==> config.mk <==
export PLATFORM = sky130hd
export DESIGN_NAME = adc_multi_read
export DESIGN_NICKNAME = d
export VERILOG_FILES = /design/src/rtl/adc_multi_read.sv
export SDC_FILE = /design/constraint.sdc
export NUM_CORES = 1
export LEC_CHECK = 0
export CAP_MARGIN = 5
export CORE_ASPECT_RATIO = 1.4
export CORE_MARGIN = 4
export CORE_UTILIZATION = 55
export CTS_CLUSTER_SIZE = 30
export DETAILED_ROUTE_END_ITERATION = 10
export GPL_TIMING_DRIVEN = 0
export PLACE_DENSITY = 0.73
export SYNTH_ARGS = -nofsm -noshare
export SYNTH_HDL_FRONTEND = slang
export SYNTH_SLANG_ARGS = --single-unit
==> constraint.sdc <==
create_clock -name clk_i -period 3.51 [get_ports clk_i]
set_input_delay 0.8775 -clock clk_i [delete_from_list [all_inputs] [get_ports clk_i]]
set_output_delay 0.8775 -clock clk_i [all_outputs]
set_load 0.01 [all_outputs]
==> src/rtl/adc_multi_read.sv <==
// ---------------------------------------------------------------------------
// adc_multi_read
//
// Reads a multi-channel serial ADC a programmable number of times (2^log2_n)
// and produces the per-channel average. Each conversion is triggered by a
// sample strobe; the frame is shifted in MSB first with channel NUM_CH-1
// first and channel 0 last. Results and per-channel overrange flags update
// together with a one-cycle complete pulse.
//
// Ports:
//   clk_i              system clock, everything on the rising edge
//   rst_i              synchronous active-high reset
//   start_cycle_conv_i async; rising edge starts an averaging cycle
//   sample_adc_i       async; rising edge triggers one conversion
//   log2_n_i           log2 of the sample count, latched at cycle start
//   abort_i            synchronous; abandons the current cycle
//   busy_o             high while a cycle is in progress
//   complete_o         one-cycle pulse when data_out_o/overrange_o update
//   timeout_err_o      one-cycle pulse when the ADC busy line never fell
//   data_out_o         averaged results, channel k at [k*OUT_WIDTH +: OUT_WIDTH]
//   overrange_o        per channel: a full-scale sample was seen last cycle
//   cnv_o              ADC convert strobe
//   adc_busy_i         async ADC busy
//   miso_i             serial data from the ADC
//   sck_o              serial clock to the ADC, idle low
// ---------------------------------------------------------------------------
module adc_multi_read #(
  parameter int NUM_CH       = 2,
  parameter int CH_WIDTH     = 18,
  parameter int OUT_WIDTH    = 24,
  parameter int MAX_LOG2_N   = 10,
  parameter int SCK_DIV      = 2,
  parameter int BUSY_TIMEOUT = 255
) (
  input  logic                        clk_i,
  input  logic                        rst_i,
  input  logic                        start_cycle_conv_i,
  input  logic                        sample_adc_i,
  input  logic [3:0]                  log2_n_i,
  input  logic                        abort_i,
  output logic                        busy_o,
  output logic                        complete_o,
  output logic                        timeout_err_o,
  output logic [NUM_CH*OUT_WIDTH-1:0] data_out_o,
  output logic [NUM_CH-1:0]           overrange_o,
  output logic                        cnv_o,
  input  logic                        adc_busy_i,
  input  logic                        miso_i,
  output logic                        sck_o
);

  localparam int ACC_W     = CH_WIDTH + MAX_LOG2_N;
  localparam int FRAME_W   = NUM_CH * CH_WIDTH;
  localparam int DATA_W    = NUM_CH * OUT_WIDTH;
  localparam int BIT_CNT_W = $clog2(FRAME_W + 1);
  localparam int SMP_CNT_W = MAX_LOG2_N + 1;
  localparam int DIV_W     = (SCK_DIV > 1) ? $clog2(SCK_DIV) : 1;
  localparam int WAIT_W    = $clog2(BUSY_TIMEOUT + 1);

  localparam logic [BIT_CNT_W-1:0] FRAME_BITS = BIT_CNT_W'(FRAME_W);
  localparam logic [DIV_W-1:0]     DIV_LAST   = DIV_W'(SCK_DIV - 1);
  localparam logic [WAIT_W-1:0]    WAIT_LAST  = WAIT_W'(BUSY_TIMEOUT - 1);
  localparam logic [3:0]           NLOG_MAX   = 4'(MAX_LOG2_N);

  typedef enum logic [2:0] {
    IDLE,
    WAIT_TICK,
    CONVERT,
    WAIT_ADC,
    SHIFT,
    ACCUM,
    CHECK,
    DONE
  } state_e;

  state_e                 state_q, state_d;
  logic [1:0]             startSync_q, sampleSync_q, busySync_q;
  logic [3:0]             nLog_q, nLog_d;
  logic [ACC_W-1:0]       acc_q [NUM_CH];
  logic [ACC_W-1:0]       acc_d [NUM_CH];
  logic [NUM_CH-1:0]      ovrWork_q, ovrWork_d;
  logic [SMP_CNT_W-1:0]   sampleCnt_q, sampleCnt_d;
  logic [WAIT_W-1:0]      waitCnt_q, waitCnt_d;
  logic [DIV_W-1:0]       divCnt_q, divCnt_d;
  logic [BIT_CNT_W-1:0]   bitCnt_q, bitCnt_d;
  logic [FRAME_W-1:0]     shift_q, shift_d;
  logic                   sck_q, sck_d;
  logic [DATA_W-1:0]      data_q, data_d;
  logic [NUM_CH-1:0]      ovrOut_q, ovrOut_d;
  logic                   complete_q, complete_d;
  logic                   timeout_q, timeout_d;

  logic                   startRise, sampleRise, busyFall;
  logic [CH_WIDTH-1:0]    sample [NUM_CH];

  // Stage 0 holds the newest value of each asynchronous input, stage 1 the
  // one before it; edges are judged by comparing the two stages.
  assign startRise  = startSync_q[0]  & ~startSync_q[1];
  assign sampleRise = sampleSync_q[0] & ~sampleSync_q[1];
  assign busyFall   = ~busySync_q[0]  &  busySync_q[1];

  // Channel 0 arrives last, so it ends up in the least significant bits of
  // the shift register; channel NUM_CH-1 sits at the top.
  always_comb begin
    for (int k = 0; k < NUM_CH; k++) begin
      sample[k] = shift_q[k*CH_WIDTH +: CH_WIDTH];
    end
  end

  assign busy_o        = (state_q != IDLE);
  assign cnv_o         = (state_q == CONVERT);
  assign sck_o         = sck_q;
  assign complete_o    = complete_q;
  assign timeout_err_o = timeout_q;
  assign data_out_o    = data_q;
  assign overrange_o   = ovrOut_q;

  // State and datapath registers. Reset clears everything including the
  // synchronisers, so a partially collected cycle is simply lost.
  always_ff @(posedge clk_i) begin
    if (rst_i) begin
      state_q      <= IDLE;
      startSync_q  <= '0;
      sampleSync_q <= '0;
      busySync_q   <= '0;
      nLog_q       <= '0;
      for (int k = 0; k < NUM_CH; k++) begin
        acc_q[k] <= '0;
      end
      ovrWork_q    <= '0;
      sampleCnt_q  <= '0;
      waitCnt_q    <= '0;
      divCnt_q     <= '0;
      bitCnt_q     <= '0;
      shift_q      <= '0;
      sck_q        <= 1'b0;
      data_q       <= '0;
      ovrOut_q     <= '0;
      complete_q   <= 1'b0;
      timeout_q    <= 1'b0;
    end else begin
      state_q      <= state_d;
      startSync_q  <= {startSync_q[0], start_cycle_conv_i};
      sampleSync_q <= {sampleSync_q[0], sample_adc_i};
      busySync_q   <= {busySync_q[0], adc_busy_i};
      nLog_q       <= nLog_d;
      acc_q        <= acc_d;
      ovrWork_q    <= ovrWork_d;
      sampleCnt_q  <= sampleCnt_d;
      waitCnt_q    <= waitCnt_d;
      divCnt_q     <= divCnt_d;
      bitCnt_q     <= bitCnt_d;
      shift_q      <= shift_d;
      sck_q        <= sck_d;
      data_q       <= data_d;
      ovrOut_q     <= ovrOut_d;
      complete_q   <= complete_d;
      timeout_q    <= timeout_d;
    end
  end

  // Next-state and datapath logic. The busy timer starts at 1 in CONVERT so
  // that a timeout becomes visible exactly BUSY_TIMEOUT cycles after cnv
  // rose. During SHIFT the divider toggles sck; miso is captured on the
  // cycle sck goes high, and the frame ends on the falling edge that
  // follows the last captured bit. Abort is applied last so it overrides
  // every state except IDLE, including a result update in DONE.
  always_comb begin
    state_d     = state_q;
    nLog_d      = nLog_q;
    acc_d       = acc_q;
    ovrWork_d   = ovrWork_q;
    sampleCnt_d = sampleCnt_q;
    waitCnt_d   = waitCnt_q;
    divCnt_d    = divCnt_q;
    bitCnt_d    = bitCnt_q;
    shift_d     = shift_q;
    sck_d       = sck_q;
    data_d      = data_q;
    ovrOut_d    = ovrOut_q;
    complete_d  = 1'b0;
    timeout_d   = 1'b0;

    case (state_q)
      IDLE: begin
        sck_d = 1'b0;
        if (startRise) begin
          nLog_d = (log2_n_i > NLOG_MAX) ? NLOG_MAX : log2_n_i;
          for (int k = 0; k < NUM_CH; k++) begin
            acc_d[k] = '0;
          end
          ovrWork_d   = '0;
          sampleCnt_d = '0;
          state_d     = WAIT_TICK;
        end
      end

      WAIT_TICK: begin
        waitCnt_d = '0;
        if (sampleRise) begin
          state_d = CONVERT;
        end
      end

      CONVERT: begin
        waitCnt_d = WAIT_W'(1);
        state_d   = WAIT_ADC;
      end

      WAIT_ADC: begin
        if (busyFall) begin
          divCnt_d = '0;
          bitCnt_d = '0;
          sck_d    = 1'b0;
          state_d  = SHIFT;
        end else if (waitCnt_q >= WAIT_LAST) begin
          timeout_d = 1'b1;
          state_d   = IDLE;
        end else begin
          waitCnt_d = waitCnt_q + WAIT_W'(1);
        end
      end

      SHIFT: begin
        if (divCnt_q == DIV_LAST) begin
          divCnt_d = '0;
          sck_d    = ~sck_q;
          if (!sck_q) begin
            shift_d  = FRAME_W'({shift_q, miso_i});
            bitCnt_d = bitCnt_q + BIT_CNT_W'(1);
          end else if (bitCnt_q == FRAME_BITS) begin
            state_d = ACCUM;
          end
        end else begin
          divCnt_d = divCnt_q + DIV_W'(1);
        end
      end

      ACCUM: begin
        for (int k = 0; k < NUM_CH; k++) begin
          acc_d[k] = acc_q[k] + ACC_W'(sample[k]);
          if (&sample[k]) begin
            ovrWork_d[k] = 1'b1;
          end
        end
        sampleCnt_d = sampleCnt_q + SMP_CNT_W'(1);
        state_d     = CHECK;
      end

      CHECK: begin
        if (sampleCnt_q == (SMP_CNT_W'(1) << nLog_q)) begin
          state_d = DONE;
        end else begin
          state_d = WAIT_TICK;
        end
      end

      DONE: begin
        for (int k = 0; k < NUM_CH; k++) begin
          data_d[k*OUT_WIDTH +: OUT_WIDTH] = OUT_WIDTH'(acc_q[k] >> nLog_q);
        end
        ovrOut_d   = ovrWork_q;
        complete_d = 1'b1;
        state_d    = IDLE;
      end

      default: begin
        state_d = IDLE;
      end
    endcase

    if (abort_i && (state_q != IDLE)) begin
      state_d    = IDLE;
      sck_d      = 1'b0;
      complete_d = 1'b0;
      timeout_d  = 1'b0;
      data_d     = data_q;
      ovrOut_d   = ovrOut_q;
    end
  end

endmodule

# After elaboration in Yosys (flattened, before gate mapping)
# Cells that the tools add are included.
dict set report op_classes {
  add_sub_neg 6
  n_eq_ne 21
  mux 32
  n_mul 0
  magnitude_cmp 2
  reduce_logical 22
  n_bitwise 9
  div_mod_pow 0
  shifts 3
}
# operator n
set op_table {}
lappend op_table {{$pmux W56 S2} 1}
lappend op_table {{$add A28 B18 Y28} 2}
lappend op_table {{$mux W56} 1}
lappend op_table {{$shr A28 B4 Y24} 2}
lappend op_table {{$reduce_and A18 Y1} 2}
lappend op_table {{$mux W3} 8}
lappend op_table {{$pmux W3 S8} 1}
lappend op_table {{$pmux W8 S3} 1}
lappend op_table {{$ne A2 B2 Y1 const B} 11}
lappend op_table {{$pmux W11 S2} 1}
lappend op_table {{$mux W6} 3}
lappend op_table {{$mux W8} 2}
lappend op_table {{$reduce_and A3 Y1} 5}
lappend op_table {{$eq A3 B3 Y1 const B} 4}
lappend op_table {{$pmux W6 S2} 1}
lappend op_table {{$add A11 B1 Y11 const B} 1}
lappend op_table {{$eq A11 B11 Y1} 1}
lappend op_table {{$mux W11} 1}
lappend op_table {{$shl A1 B4 Y11 const A} 1}
lappend op_table {{$reduce_bool A3 Y1} 3}
lappend op_table {{$add A8 B1 Y8 const B} 1}
lappend op_table {{$ge A8 B8 Y1 const B} 1}
lappend op_table {{$reduce_and A2 Y1} 4}
lappend op_table {{$mux W1} 7}
lappend op_table {{other kinds (21)} 30}
dict set report word_totals {
  wordCells 114
  rom_bits 0
  ramBits 0
  regBits 186
  output_inout_bits 55
  n_memories 0
  latch_bits 0
  input_bits 11
}

# Depth between registers and ports, before layout
dict set report depth {
  depth_word 5
  depth_mapped 11
}

# Least setup slack after synthesis
# Ideal clock, no wire load.
dict set report synth_path {
  kind {register to register}
  start {register shift_q[18]}
  end {register acc_q[26] (netlist bit)}
  arrival_ps 2420
  path_slack_ps 1019
  setup_ps 70
  required_time_ps 3440
  path_stages_with_launch 12
  path_cell_list {dfxtp_1 > ha_1 > inv_1 > fa_1 > nor2b_1 > o21ai_1 > a21boi_1 > o2111ai_1 > a211oi_1 > o2111ai_1 > or2_1 > a21oi_1}
}
dict set report synth_via {
  elab_chain_len 2
}
# element line_no
set synth_rtl {}
lappend synth_rtl {{from (decl)} 86} ;# logic [FRAME_W-1:0] shift_q, shift_d;
lappend synth_rtl {{from (signal assigned)} 153} ;# shift_q <= shift_d;
lappend synth_rtl {{$add A28 B18 Y28} 241} ;# acc_d[k] = acc_q[k] + ACC_W'(sample[k]);
lappend synth_rtl {{$pmux W56 S2} 184} ;# case (state_q)
lappend synth_rtl {{to (signal, indexed assignment)} 128} ;# acc_q[k] <= '0;
lappend synth_rtl {{to (signal assigned)} 147} ;# acc_q <= acc_d;
lappend synth_rtl {{to (decl)} 79} ;# logic [ACC_W-1:0] acc_q [NUM_CH];
# Every way passes these cells.
# A chain may end at the register's enable or synchronous reset.

# Worst setup path in the final report
# Ends and elaborated chain as after synthesis.

==> results.md <==
* Worst path most repeated cell: o2111ai_1
* Worst skew pair latency at 0.45 ns
* Worst Path Arrival at 3.45 ns
* Switch share at 25.90%
* Final core area utilization at 63.51%
* Initial antenna violation count at 0
* Slew Viols, Final at 0
* Setup TNS at 0 ns
* DR iter-0 viols at 884
* Max-cap violations at 0
* I/O Buffers at 64
* Synth Instances at approximately 1400
* Multi-input gate area at 6869 um^2
* Pleak at 4.717 nW
* DP Wirelength at approximately 28000 um
* Die extent in y at 175.6 um
* Worst slew pin tran at 1.149 ns
* Die Footprint at 22420 um^2
* CP Capture Type: flip-flop
* Root Driver: clkbuf_16
* Seq cells post-synth at 186
* Setup slack, reg-to-reg at 0.43 ns
* Post-synth cell types at 71
* First-pass DRT Iterations at 6
* Final Worst Setup Slack at roughly 0.43 ns
* Psw at 1.131 mW
* RR Endpoint: acc_q[26]
* Drt wl/cell at between 20 and 25 um
* Number of top-level pins at 66
* Status: finished clean
* Fraction of layout cells with a size suffix above 1 at 6.164%
* FILL cells at 1790
* Synth Flop Type: dfxtp_1
* Ys async rst share at 0%
* Post-synth EDFFs at 0
* Layout area overhead at 13.80%
* First-pass GRT wire length at 57300 um
* Mean area per synthesized cell at 8.076 um^2
* Overflow left after global routing at 0
* P per Cell Area at 347.9 nW/um^2
* Hold_sp: data_out_o[13]
* Clock buffer depth at 2
* Vias in the first global route at around 10000
* Clk sinks at roughly 190
* Power share of the combinational group at 7.5%
* CTS hold repair buffers at 0
* Clock Power Share at 43.9%
* Worst Reg-to-Reg Cells at 11
* CTS tree: built
* Data required time of the worst path at 3.88 ns
* Critical path peak fanout at 5
* Final Hold Fails at 0
* Post-CTS sizing at 0
* Post-Syn Nets at 1420
* Worst Setup Path Type: reg2reg
* Register share of total power at 48.6%
* Post-layout min period at around 3 ns
* WHS Path Cells at 2
* Hold worst-path end: data_out_o[13]
* Worst min path class: reg2reg
* Final ANT Viol Nets at 0
* GR Util All Layers at 32.58%
* Post-synthesis sequential area ratio at 33.75%
* Vias per cell at 6.286
* Fin crit share at 87.82%
* CTS buffer count at 17
* Row count at 61
* RSZ-0062 raised after global routing: false
* DIE WIDTH at 127.7 um
* Place WS at 0.4203 ns
* Starting Density at 55.81%
* R2r startpoint: shift_q[18]
* Largest net degree at the start of global routing at 17
* Fmax at 0.3244 GHz
* Routability cong. at 1.022
* WHS at 0.4525 ns
* Int Pwr at 3.237 mW
* CTS clk-pin slew, worst paths at 0.07 ns
* Worst IR drop on VDD at 0.3411 mV
* Worst path slowest cell: a211oi_1
* Final setup fails at 0
* YS warnings at 0
* Cells along the critical path: ha_1, inv_1, fa_1, nor2b_1, o21ai_1, a21boi_1, o2111ai_1, a211oi_1, o2111ai_1, or2_1, a21oi_1
* Post-route cell area at 12550 um^2
* Max_slew headroom at 23.13%
* # DRC at 0
* Vias at roughly 11000
* WL final at 36570 um
* Nets at approximately 1500
* Seq. cell area at 3724 um^2
* CP startpoint kind: flip-flop
* CP max stage delay at ~0.68 ns
* Area of the core at approximately 20000 um^2
* Ant diodes at 0
* Setup bufs post-CTS at 0
* H-Tree Depth at 4
* Cell Area, Placed at between 10000 and 15000 um^2
* Post-Syn Area at 11030 um^2
* Skew final at 0.008924 ns
-- cells in the mapped netlist, drive strengths merged, types with 20 or more instances --
| master | instances | area share [%] |
|---|---|---|
| a21oi | 153 | 6.9 |
| nand3 | 47 | 2.1 |
| clkbuf | 73 | 2.5 |
| inv | 21 | 0.71 |
| ha | 41 | 4.7 |
| o21ai | 47 | 2.1 |
| a21o | 20 | 1.4 |
| dfxtp | 186 | 34 |
| nand2 | 220 | 7.5 |
| nor2 | 134 | 4.6 |
| a211oi | 38 | 2.6 |
| mux2i | 36 | 3.3 |
| mux4 | 28 | 5.7 |
-- per-stage QoR --
| step | total power [mW] | instances |
|---|---|---|
| floorplan | 2.372 | 1366 |
| global placement | 2.490 | 1682 |
| detailed placement | 2.491 | 1682 |
| CTS | 4.367 | 1712 |
| global route | 4.471 | 1712 |
| finish | 4.368 | 1712 |
-- final cells by class --
class / count / share of cell area [%]
buffer: 91 / 2.870
sequential: 186 / 29.66
tap: 252 / 2.511
multi-input combinational: 1068 / 54.71
clock inverter: 10 / 0.8770
inverter: 21 / 0.6279
clock buffer: 20 / 3.638
timing repair buffer: 64 / 5.103
-- sequential cells by signal, summed over array words and instances, names as in the netlist, 2 cells and up --
signal	count
startSync_q	2
overrange_o	2
data_out_o	48
shift_q	36
nLog_q	4
waitCnt_q	8
sampleSync_q	2
sampleCnt_q	11
busySync_q	2
ovrWork_q	2
acc_q	56
state_q	3
bitCnt_q	6
-- routing by layer --
| layer | wire length, um | vias up | GRT usage (%) |
|---|---|---|---|
| li1 | - | 5130 | - |
| met4 | 2365 | 0 | 19.60 |
| met1 | 14390 | 5114 | 38.51 |
| met2 | 17600 | 395 | 54.96 |
| met3 | 2211 | 123 | 5.537 |
| met5 | 0 | - | 0 |
-- cell usage in the layout, fill, tap and decap left out, types with 14 or more instances in the layout --
cell type,instances
nor2b_1,16
and2_1,14
o21ai_0,17
a22oi_1,17
nand4_1,16
inv_1,19
o211ai_1,18
dfxtp_1,186
ha_1,41
a211oi_1,37
buf_2,15
a22o_1,16
a21oi_1,153
clkbuf_1,74
and3_1,14
clkbuf_16,17
nand2_1,220
mux2i_1,36
mux4_2,28
xnor2_1,19
clkdlybuf4s50_1,64
nand3_1,47
a21o_1,20
nor2_1,133
nor3_1,17
xor2_1,17
o21ai_1,30
-- worst max-delay path: cells and delay by family, from the launching register on --
family	cells	cell delay (ns)
AND/OR/NAND/NOR	2	0.38
AO/OA/AOI/OAI	6	1.59
flip-flops	1	0.40
buffers and inverters	1	0.06
adder cells (fa/ha/maj)	2	0.59
-- power by group through the flow --
| stage | clock network (mW) | registers (mW) | logic, mW |
|---|---|---|---|
| after floorplan | 0 | 2.17 | 0.204 |
| after global placement | 0 | 2.17 | 0.320 |
| after detailed placement | 0 | 2.17 | 0.321 |
| after CTS | 1.92 | 2.12 | 0.322 |
| after global routing | 2.00 | 2.12 | 0.348 |
| final | 1.92 | 2.12 | 0.329 |
-- cells by family (layout without fill, tap and decap cells) --
group / count (synthesis) / count (layout) / synth area share, %
AOI/OAI and AO/OA: 386 / 386 / 22.48
xor gates and xnor gates: 36 / 36 / 2.858
adders and majority gates: 43 / 43 / 5.013
buffers and inverters: 112 / 206 / 3.981
DFF: 186 / 186 / 33.75
muxes: 80 / 80 / 10.62
and+or+nand+nor: 523 / 523 / 21.30
-- worst max-delay path by stage --
| stage | from | cells past startpoint | endpoint | slack [ns] |
|---|---|---|---|---|
| finish | shift_q[18] | 11 | acc_q[26] | 0.43 |
| global route | state_q[0] | 8 | shift_q[20] | 0.18 |
| CTS | shift_q[18] | 11 | acc_q[26] | 0.46 |
| detailed placement | rst_i | 4 | sampleCnt_q[4] | 0.42 |
| global placement | rst_i | 4 | overrange_o[1] | 0.47 |
| floorplan | shift_q[18] | 11 | acc_q[26] | 1.02 |
No activity file was read; power rests on OpenSTA's default activity.
